==> src/rtl/huffman_param.sv <==
// huffman_param: counts symbol occurrences over a frame, then builds a Huffman
// code per symbol by repeatedly merging the two lightest active nodes.
module huffman_param #(
    parameter int unsigned NSYM = 6,
    parameter int unsigned CW   = 8,
    parameter int unsigned LW   = 8
) (
    input  logic                 clk,
    input  logic                 reset,
    input  logic                 gray_valid,
    input  logic [7:0]           gray_data,
    output logic                 cnt_valid,
    output logic [NSYM*CW-1:0]   cnt_flat,
    output logic                 code_valid,
    output logic [NSYM*LW-1:0]   hc_flat,
    output logic [NSYM*LW-1:0]   m_flat,
    output logic                 busy
);

    // Node weights hold the sum of all counts, so they never wrap.
    localparam int unsigned WW   = CW + $clog2(NSYM);
    localparam int unsigned IW   = $clog2(NSYM);
    localparam int unsigned LENW = $clog2(LW + 1);

    // Reject parameter sets that cannot hold the longest possible code.
    generate
        if ((NSYM < 2) || (NSYM > 16) || (NSYM - 1 > LW)) begin : g_bad_param
            $error("huffman_param: illegal NSYM/LW combination");
        end
    endgenerate

    typedef enum logic [2:0] {
        IDLE,
        COUNT,
        CNT_OUT,
        SCAN,
        MERGE,
        CODE_OUT
    } state_t;

    state_t              state;
    logic [CW-1:0]       cnt     [NSYM];
    logic [NSYM-1:0]     act;
    logic [WW-1:0]       wt      [NSYM];
    logic [NSYM-1:0]     members [NSYM];
    logic [LW-1:0]       hc      [NSYM];
    logic [LW-1:0]       mk      [NSYM];
    logic [LENW-1:0]     len     [NSYM];
    logic [IW-1:0]       scan_idx;
    logic [IW-1:0]       merge_cnt;
    logic [IW-1:0]       min1;
    logic [IW-1:0]       min2;
    logic                min1_ok;
    logic                min2_ok;

    logic [IW-1:0]       merge_lo_c;
    logic [IW-1:0]       merge_hi_c;
    logic [WW-1:0]       merge_w_c;
    logic [NSYM-1:0]     merge_set_c;

    // Merged node lands in the lower slot index of the selected pair.
    always_comb begin
        merge_lo_c  = (min1 < min2) ? min1 : min2;
        merge_hi_c  = (min1 < min2) ? min2 : min1;
        merge_w_c   = wt[min1] + wt[min2];
        merge_set_c = members[min1] | members[min2];
    end

    // Flatten per-symbol registers onto the output buses, symbol 1 at the LSBs.
    always_comb begin
        cnt_flat = '0;
        hc_flat  = '0;
        m_flat   = '0;
        for (int k = 0; k < NSYM; k++) begin
            cnt_flat[k*CW +: CW] = cnt[k];
            hc_flat[k*LW +: LW]  = hc[k];
            m_flat[k*LW +: LW]   = mk[k];
        end
    end

    // Control FSM with counting, scan and merge datapath.
    always_ff @(posedge clk) begin
        if (reset) begin
            state      <= IDLE;
            cnt_valid  <= 1'b0;
            code_valid <= 1'b0;
            busy       <= 1'b0;
            scan_idx   <= '0;
            merge_cnt  <= '0;
            min1       <= '0;
            min2       <= '0;
            min1_ok    <= 1'b0;
            min2_ok    <= 1'b0;
            act        <= '0;
            for (int k = 0; k < NSYM; k++) begin
                cnt[k]     <= '0;
                wt[k]      <= '0;
                members[k] <= '0;
                hc[k]      <= '0;
                mk[k]      <= '0;
                len[k]     <= '0;
            end
        end else begin
            cnt_valid  <= 1'b0;
            code_valid <= 1'b0;
            case (state)
                IDLE: begin
                    if (gray_valid) begin
                        for (int k = 0; k < NSYM; k++) begin
                            cnt[k]     <= (gray_data == 8'(k + 1)) ? CW'(1) : '0;
                            wt[k]      <= '0;
                            members[k] <= '0;
                            hc[k]      <= '0;
                            mk[k]      <= '0;
                            len[k]     <= '0;
                        end
                        act   <= '0;
                        state <= COUNT;
                        busy  <= 1'b1;
                    end
                end
                COUNT: begin
                    if (gray_valid) begin
                        for (int k = 0; k < NSYM; k++) begin
                            if ((gray_data == 8'(k + 1)) && (cnt[k] != {CW{1'b1}})) begin
                                cnt[k] <= cnt[k] + CW'(1);
                            end
                        end
                    end else begin
                        state     <= CNT_OUT;
                        cnt_valid <= 1'b1;
                    end
                end
                CNT_OUT: begin
                    for (int k = 0; k < NSYM; k++) begin
                        wt[k]      <= WW'(cnt[k]);
                        members[k] <= NSYM'(1) << k;
                    end
                    act       <= '1;
                    scan_idx  <= '0;
                    merge_cnt <= '0;
                    min1_ok   <= 1'b0;
                    min2_ok   <= 1'b0;
                    state     <= SCAN;
                end
                SCAN: begin
                    // Strict less-than in ascending index order keeps the lower index on ties.
                    if (act[scan_idx]) begin
                        if (!min1_ok || (wt[scan_idx] < wt[min1])) begin
                            min2    <= min1;
                            min2_ok <= min1_ok;
                            min1    <= scan_idx;
                            min1_ok <= 1'b1;
                        end else if (!min2_ok || (wt[scan_idx] < wt[min2])) begin
                            min2    <= scan_idx;
                            min2_ok <= 1'b1;
                        end
                    end
                    if (scan_idx == IW'(NSYM - 1)) begin
                        scan_idx <= '0;
                        state    <= MERGE;
                    end else begin
                        scan_idx <= scan_idx + IW'(1);
                    end
                end
                MERGE: begin
                    for (int k = 0; k < NSYM; k++) begin
                        if (members[min1][k]) begin
                            hc[k]  <= hc[k] | (LW'(1) << len[k]);
                            mk[k]  <= mk[k] | (LW'(1) << len[k]);
                            len[k] <= len[k] + LENW'(1);
                        end else if (members[min2][k]) begin
                            mk[k]  <= mk[k] | (LW'(1) << len[k]);
                            len[k] <= len[k] + LENW'(1);
                        end
                    end
                    wt[merge_lo_c]      <= merge_w_c;
                    members[merge_lo_c] <= merge_set_c;
                    act[merge_hi_c]     <= 1'b0;
                    min1_ok             <= 1'b0;
                    min2_ok             <= 1'b0;
                    merge_cnt           <= merge_cnt + IW'(1);
                    if (merge_cnt == IW'(NSYM - 2)) begin
                        state      <= CODE_OUT;
                        code_valid <= 1'b1;
                    end else begin
                        state <= SCAN;
                    end
                end
                CODE_OUT: begin
                    state <= IDLE;
                    busy  <= 1'b0;
                end
                default: begin
                    state <= IDLE;
                    busy  <= 1'b0;
                end
            endcase
        end
    end

endmodule

==> config.mk <==
export PLATFORM = sky130hd
export DESIGN_NAME = huffman_param
export DESIGN_NICKNAME = d
export VERILOG_FILES = /design/src/rtl/huffman_param.sv
export SDC_FILE = /design/constraint.sdc
export NUM_CORES = 1
export LEC_CHECK = 0
export CORE_ASPECT_RATIO = 2
export CORE_MARGIN = 3
export CORE_UTILIZATION = 40
export CTS_BUF_LIST = sky130_fd_sc_hd__clkbuf_8
export DETAILED_ROUTE_END_ITERATION = 8
export PLACE_DENSITY_LB_ADDON = 0.2
export SKIP_CTS_REPAIR_TIMING = 1
export SLEW_MARGIN = 20
export SYNTH_ARGS = -nofsm -noshare
export SYNTH_HDL_FRONTEND = slang
export SYNTH_SLANG_ARGS = --single-unit
==> constraint.sdc <==
create_clock -name clk -period 3.79 [get_ports clk]
set_input_delay 0.379 -clock clk [delete_from_list [all_inputs] [get_ports clk]]
set_output_delay 0.379 -clock clk [all_outputs]
set_load 0.005 [all_outputs]
==> run summary, run 1 <==
========================================================================================
Number of buffers and inverters on the critical path                                   2
Worst Path Arrival                                                               4070 ps
Leading cell type in the layout, fill and taps excluded                         edfxtp_1
Final-layout setup total negative slack                                             0 ps
Cell area after layout                                                       21,900 um^2
First-pass GRT wire length                                                     77,290 um
Synth Instances                                                                    1,445
Initial standard-cell utilization of the core                                     40.70%
Floorplan row count                                                                  110
Portion of the clock cycle consumed by the worst path in the final layout         94.49%
Placed Instance Area                                                         20,910 um^2
Vias after detailed routing                                                       12,670
Weighted congestion reported at the end of routability-driven placement           0.8792
Multi-input logic area                                                         7960 um^2
Register-to-register setup slack                                                  210 ps
Synth top area share                                                              49.69%
Unrepaired setup endpoints after global routing                                       no
Mean cell area of the mapped netlist                                          12.71 um^2
Final Hold Violating Endpoints                                                         0
Startpoint Class                                                                    flop
Worst min path class                                                             reg2reg
Detailed placer's ending HPWL                                                  38,130 um
Top FF cell, synth                                                              edfxtp_1
Total Nets Final                                                                   1,742
Part of the Yosys area used for sequential elements                               53.50%
Maximum clock frequency                                                        279.2 MHz
Cell type with the largest total area after synthesis                           edfxtp_1
Port buffer count                                                                    157
Sequence of cells on the critical path                                      buf_12, mux4_2, mux2_2, ha_1, a21oi_1, o21ai_0, a2111oi_1, buf_4, o32ai_4, a2111oi_2, a211oi_2
Die width                                                                       157.5 um
Number of standard cells in the final layout excluding fillers                     2,249
Clock latency on the worst-skew pair                                              620 ps
TritonCTS clock tree                                                                done
Slew at the pin closest to its max-slew limit                                    1091 ps
Total of endpoints with negative setup slack in the final report                       0
Post-synthesis cell type count                                                        66
Area of the core region                                                      45,140 um^2
Hold Path Cell Cnt                                                                     2
Yosys reg bits                                                                       339
Total number of H-tree levels                                                          2
Number of synthesized flops with an enable pin                                       304
Depth of the worst register-to-register path                                          11
Iter 0 DRT Violations                                                                756
Final count of pins violating max slew                                                 0
Number of violations of the max-capacitance limit                                      0
Vertical die dimension                                                          309.1 um
Die Outline Area                                                             48,700 um^2
Area of all sequential standard cells                                          9834 um^2
GR Overflow Total                                                                      0
Leak Pwr                                                                        7.989 nW
Post-synth net total                                                               1,535
Final Worst Setup Slack                                                         208.9 ps
Longest Clk Path Bufs                                                                  3
Classification of the worst setup path                                           reg2reg
Critical Path Max Stage Delay                                                     520 ps
Area contributors post-synth                                                edfxtp_1 50%, mux4_2 10%, ha_1 5.3%
Synth-to-Final Area Change                                                        19.21%
Crit-path max FO                                                                      21
Worst setup EP type                                                                 flop
Top library cells by usage in the layout, fill and taps aside               304 x edfxtp_1, 213 x nor2_1, 157 x clkdlybuf4s50_1, 86 x inv_1, 84 x mux4_2
Final setup skew                                                                34.65 ps
Pwr Total                                                                       8.565 mW
Yosys warnings                                                                         0
Total number of clock tree sinks                                                     339
Final wirelength                                                               50,880 um
Normalized max-slew margin                                                        26.66%
Per-cell routed wire length                                                     22.62 um
Hold path startpoint                                                        busy$_SDFFE_PP0P_
Final critical path time including I/O delays and setup                          3581 ps
Count of fill cells added during filler insertion                                  4,034
Antenna violations before repair                                                       1
Number of antenna-violating nets in the routed design                                  0
Pwr Density                                                                 391.1 nW/um^2
Total routing usage reported by global routing                                    20.96%
Kind of cell adding the most delay to the critical path                     compound AO/OA/AOI/OAI gates
Drt drc                                                                                0
Share of async-settable or async-resettable flops after synthesis                     0%
Worst IR drop on VDD                                                           0.2887 mV
Number of top-level design ports                                                     158
Master cell of the clock root buffer                                            clkbuf_8
Run status                                                                  finished clean
Worst Hold End                                                              busy$_SDFFE_PP0P_
Vias in the first global route                                                    13,420
Worst-path clk slew                                                                70 ps
Vias/cell                                                                          5.634
Cell with the biggest individual delay on the critical path                       mux4_2
Synthesized cell area                                                        18,370 um^2
Largest net degree at the start of global routing                                     49
Share of post-route cells with drive strength above 1                             15.28%
Pre-CTS setup slack                                                             103.2 ps
Critical path data required time                                                 4280 ps
Number of optimization iterations in the first detailed-route pass                     5
Count of placed standard cells including taps                                      2,160
Number of buffers created by CTS                                                      50
========================================================================================
## registers in the layout, summed over array words and instances (netlist names), 3 cells and up, named ones only
signal / count
scan_idx: 3
min2: 3
min1: 3
state: 3
mk: 48
len: 24
members: 48
merge_cnt: 3
act: 6
hc: 48
wt: 88
cnt: 48
## metal layers
layer | vias to the layer above | part of all wire [%] | global-route usage (%)
met3 | 128 | 3.3 | 2.366
li1 | 5894 | - | -
met5 | - | 0 | 0
met4 | 0 | 5.8 | 11.39
met1 | 6265 | 33 | 20.17
met2 | 383 | 57 | 41.91
## cells by family after synthesis
logic type | after synthesis | synth area share [%]
and+or+nand+nor | 449 | 11.41
DFF | 339 | 53.50
AOI/OAI and AO/OA | 238 | 8.840
muxes | 149 | 14.94
buffers and inverters | 139 | 3.412
adders and majority gates | 79 | 5.421
xor gates and xnor gates | 52 | 2.479
## final cells by class
cell class / count / share of cell area, %
Antenna cell: 1 / 0.01143
Timing Repair Buffer: 225 / 9.963
Multi-Input combinational cell: 967 / 36.34
Sequential cell: 339 / 44.90
Inverter: 69 / 1.183
Clock buffer: 51 / 3.205
Tap cell: 560 / 3.199
Clock inverter: 37 / 1.194
## worst register-to-register path, stage by stage, from the launching register on
cell       delay, ps
dfxtp_1          350
buf_12           210
mux4_2           550
mux2_2           320
ha_1             320
a21oi_1          160
o21ai_0          140
a2111oi_1        460
buf_4            210
o32ai_4          120
a2111oi_2        490
a211oi_2         110
## power by group
part	total, mW	switching (mW)	internal [mW]
logic	1.08	0.586	0.493
clock network	2.97	1.45	1.53
registers	4.51	0.199	4.31
total	8.57	2.23	6.33
## cells in the mapped netlist, types with 4 or more instances
cell and n:
clkbuf_1 27, o31ai_1 6, buf_4 13, a2111oi_2 4, mux2i_1 40, and4_1 7, edfxtp_1 304, nor2_1 214
and3_1 23, buf_1 7, o21ai_0 29, nor3_1 40, or4_1 4, ha_1 78, a22o_1 42, mux4_2 84
nand3_1 35, and2_1 12, nand2b_1 5, o21a_1 20, nor3b_1 7, inv_1 69, o22ai_1 5, nor2b_1 21
nand2_1 60, nand4_1 9, mux2i_4 6, xnor2_1 20, mux4_1 6, xor2_1 32, dfxtp_1 35, a21oi_1 83
buf_2 20, a211oi_1 21, mux2_2 12
## through the flow
stage               util (%)  hold slack (ps)
global placement       46.32            481.8
floorplan                  -            451.3
CTS                    48.46            499.3
detailed placement     46.32            499.4
finish                 48.52            512.4
global route           48.52            528.5
## worst max path at each step
stage          from                    to  slack (ps)  cells after the start
2_1_floorplan  flop    wt[6][9]$_DFFE_PP_          40                     14
3_3_place_gp   flop                  flop          90                     11
3_5_place_dp   flop                  flop         100                     11
4_1_cts        flop                  flop          90                     11
5_1_grt        flop  min2[0]$_SDFFE_PP0P_          60                     11
6_report       flop                  flop         210                     11
Power figures use the tool's default switching activity.
==> run 2: changes to the inputs <==
--- a/config.mk
+++ b/config.mk
@@ -9,6 +9,7 @@
 export CORE_MARGIN = 3
 export CORE_UTILIZATION = 40
 export CTS_BUF_LIST = sky130_fd_sc_hd__clkbuf_8
+export CTS_CLUSTER_SIZE = 30
 export DETAILED_ROUTE_END_ITERATION = 8
 export PLACE_DENSITY_LB_ADDON = 0.2
 export SKIP_CTS_REPAIR_TIMING = 1
==> results of run 2 <==
No change in the layout: final DEF, timing and power equal those of run 1.
==> run 3: changes to the inputs <==
--- a/config.mk
+++ b/config.mk
@@ -6,7 +6,7 @@
 export NUM_CORES = 1
 export LEC_CHECK = 0
 export CORE_ASPECT_RATIO = 2
-export CORE_MARGIN = 3
+export CORE_MARGIN = 5
 export CORE_UTILIZATION = 40
 export CTS_BUF_LIST = sky130_fd_sc_hd__clkbuf_8
 export CTS_CLUSTER_SIZE = 30
==> constraint.sdc (replaced) <==
create_clock -name clk -period 3.6 [get_ports clk]
set_input_delay 0.36 -clock clk [delete_from_list [all_inputs] [get_ports clk]]
set_output_delay 0.36 -clock clk [all_outputs]
set_load 0.005 [all_outputs]
==> run summary, run 3 (synthesis gave the netlist of run 1 again) <==
========================================================================================
Number of violations of the max-capacitance limit                                      0   unchanged
Classification of the worst setup path                                           reg2reg
Unrepaired setup endpoints after global routing                                      yes
Leading cell type in the layout, fill and taps excluded                         edfxtp_1
Die Outline Area                                                             50,580 um^2   +3.9%
Share of post-route cells with drive strength above 1                             15.61%   +0.33 points
Longest Clk Path Bufs                                                                  3   unchanged
Cell with the biggest individual delay on the critical path                       mux4_2
Total number of H-tree levels                                                          2   unchanged
Area of the core region                                                      45,690 um^2   +1.2%
Vias after detailed routing                                                       12,580   -0.75%
Total Nets Final                                                                   1,744   +0.11%
Sequence of cells on the critical path                                      buf_12, mux4_2, mux2i_1, ha_1, a21oi_1, o21ai_0, a2111oi_1, buf_4, o32ai_4, a2111oi_2, a211oi_1
Placed Instance Area                                                         20,930 um^2   about the same
Clock latency on the worst-skew pair                                              620 ps   about the same
Worst IR drop on VDD                                                           0.2471 mV   -14%
Iter 0 DRT Violations                                                                652   -14%
Vertical die dimension                                                          313.1 um   +1.3%
Pwr Density                                                                 409.5 nW/um^2   +4.7%
Antenna violations before repair                                                       1   unchanged
Number of buffers created by CTS                                                      51   +2.0%
Total number of clock tree sinks                                                     339   unchanged
Number of top-level design ports                                                     158   unchanged
Run status                                                                  finished clean
TritonCTS clock tree                                                                done
GR Overflow Total                                                                      0   unchanged
Final wirelength                                                               51,130 um   +0.49%
Largest net degree at the start of global routing                                     49   unchanged
Normalized max-slew margin                                                        20.76%   -5.9 points
Portion of the clock cycle consumed by the worst path in the final layout         96.65%   +2.2 points
Total of endpoints with negative setup slack in the final report                       0   unchanged
Top reg by flops                                                                      wt
First-pass GRT wire length                                                     77,470 um   +0.23%
Worst min path class                                                             reg2reg
Die width                                                                       161.5 um   +2.5%
Startpoint Class                                                                    flop
Crit-path max FO                                                                      17   -19%
Top library cells by usage in the layout, fill and taps aside               304 x edfxtp_1, 213 x nor2_1, 157 x clkdlybuf4s50_1, 84 x mux4_2, 83 x a21oi_1
Critical Path Max Stage Delay                                                     530 ps   about the same
Critical path data required time                                                 4090 ps   -190 ps
Final count of pins violating max slew                                                 0   unchanged
Kind of cell adding the most delay to the critical path                     compound AO/OA/AOI/OAI gates
Number of buffers and inverters on the critical path                                   2   unchanged
Vias/cell                                                                          5.572   -1.1%
Per-cell routed wire length                                                     22.65 um   +0.13%
Flip-flop count of the largest register, all copies and words added                   88   unchanged
Synth-to-Final Area Change                                                        19.41%
Depth of the worst register-to-register path                                          11   unchanged
Master cell of the clock root buffer                                            clkbuf_8
Drt drc                                                                                0   unchanged
Slew at the pin closest to its max-slew limit                                    1180 ps   +89.08 ps
Worst setup EP type                                                                 flop
Weighted congestion reported at the end of routability-driven placement           0.9090   +3.4%
Final setup skew                                                                45.24 ps   +10.59 ps
Count of fill cells added during filler insertion                                  4,159   +3.1%
Maximum clock frequency                                                        287.4 MHz   +2.9%
Initial standard-cell utilization of the core                                     40.21%   -0.49 points
Hold Path Cell Cnt                                                                     2   unchanged
Pwr Total                                                                       8.983 mW   +4.9%
Final critical path time including I/O delays and setup                          3479 ps   -101.8 ps
Worst Path Arrival                                                               3970 ps   -100 ps
Total routing usage reported by global routing                                    19.91%   -1.0 points
Number of optimization iterations in the first detailed-route pass                     4   -1
Worst-path clk slew                                                                70 ps   about the same
Number of antenna-violating nets in the routed design                                  0   unchanged
Final Hold Violating Endpoints                                                         0   unchanged
Floorplan row count                                                                  111   +0.91%
Cell area after layout                                                       21,940 um^2   +0.17%
Leak Pwr                                                                        7.965 nW   -0.29%
Depth of the critical timing path with buffers and inverters included                 11   unchanged
Detailed placer's ending HPWL                                                  38,440 um   +0.80%
Final-layout setup total negative slack                                             0 ps   unchanged
Port buffer count                                                                    157   unchanged
Vias in the first global route                                                    13,580   +1.2%
========================================================================================
## run 3: changes by cell type in the layout (fill, tap and decap cells not counted), moves of 3 or more
cell | previous run | this run
clkinv_1 | 10 | 13
o21ai_1 | 6 | 1
o21ai_0 | 24 | 29
clkinvlp_4 | 0 | 3
inv_1 | 86 | 80
## run 3: report_power, final
part / total, mW / switching (mW) / internal (mW)
clock network: 3.08 / 1.53 / 1.55
logic: 1.15 / 0.622 / 0.528
registers: 4.75 / 0.212 / 4.54
## run 3: final cells by class
type / instances / area (um^2) / share of cell area (%)
sequential: 339 / 9833 / 44.82
multi-input combinational: 967 / 7991 / 36.43
timing repair buffer: 226 / 2185 / 9.958
tap: 565 / 706.9 / 3.222
clock buffer: 51 / 701.9 / 3.200
clock inverter: 39 / 259.0 / 1.181
inverter: 69 / 259.0 / 1.181
antenna: 1 / 2.502 / 0.01141
## run 3: final timing paths
| path | start | to | slack (ps) |
|---|---|---|---|
| worst min register to register | act[3]$_SDFFE_PP0P_ | act[3]$_SDFFE_PP0P_ | 500 |
| worst max register to register | flop | flop | 120 |
| worst max-delay path | flop | flop | 120 |
| worst min-delay path | act[3]$_SDFFE_PP0P_ | act[3]$_SDFFE_PP0P_ | 500 |
## run 3: layer usage
layer / part of all wire (%) / track usage (%) / vias to the layer above
met4: 5.6 / 10.65 / 0
met5: 0 / 0 / -
met1: 33 / 18.77 / 6165
met2: 58 / 40.16 / 390
li1: - / - / 5879
met3: 4.1 / 2.750 / 141
## run 3: stage by stage
step | util, % | hold slack (ps) | worst slack (ps) | instances
global route | 48.01 | 531.0 | -9.706 | 2257
detailed placement | 45.80 | 491.7 | 70.48 | 2166
floorplan | - | 451.3 | 6.113 | 1445
finish | 48.01 | 498.1 | 120.8 | 2257
CTS | 47.90 | 473.8 | 75.79 | 2256
global placement | 45.80 | 487.0 | 159.5 | 2166
## run 3: worst register-to-register path, delay by kind of cell (launching register included)
family,cells,cell delay [ps]
compound gates,6,1430
mux,2,850
buf+inv,2,400
flops,1,360
fa+ha+maj,1,330
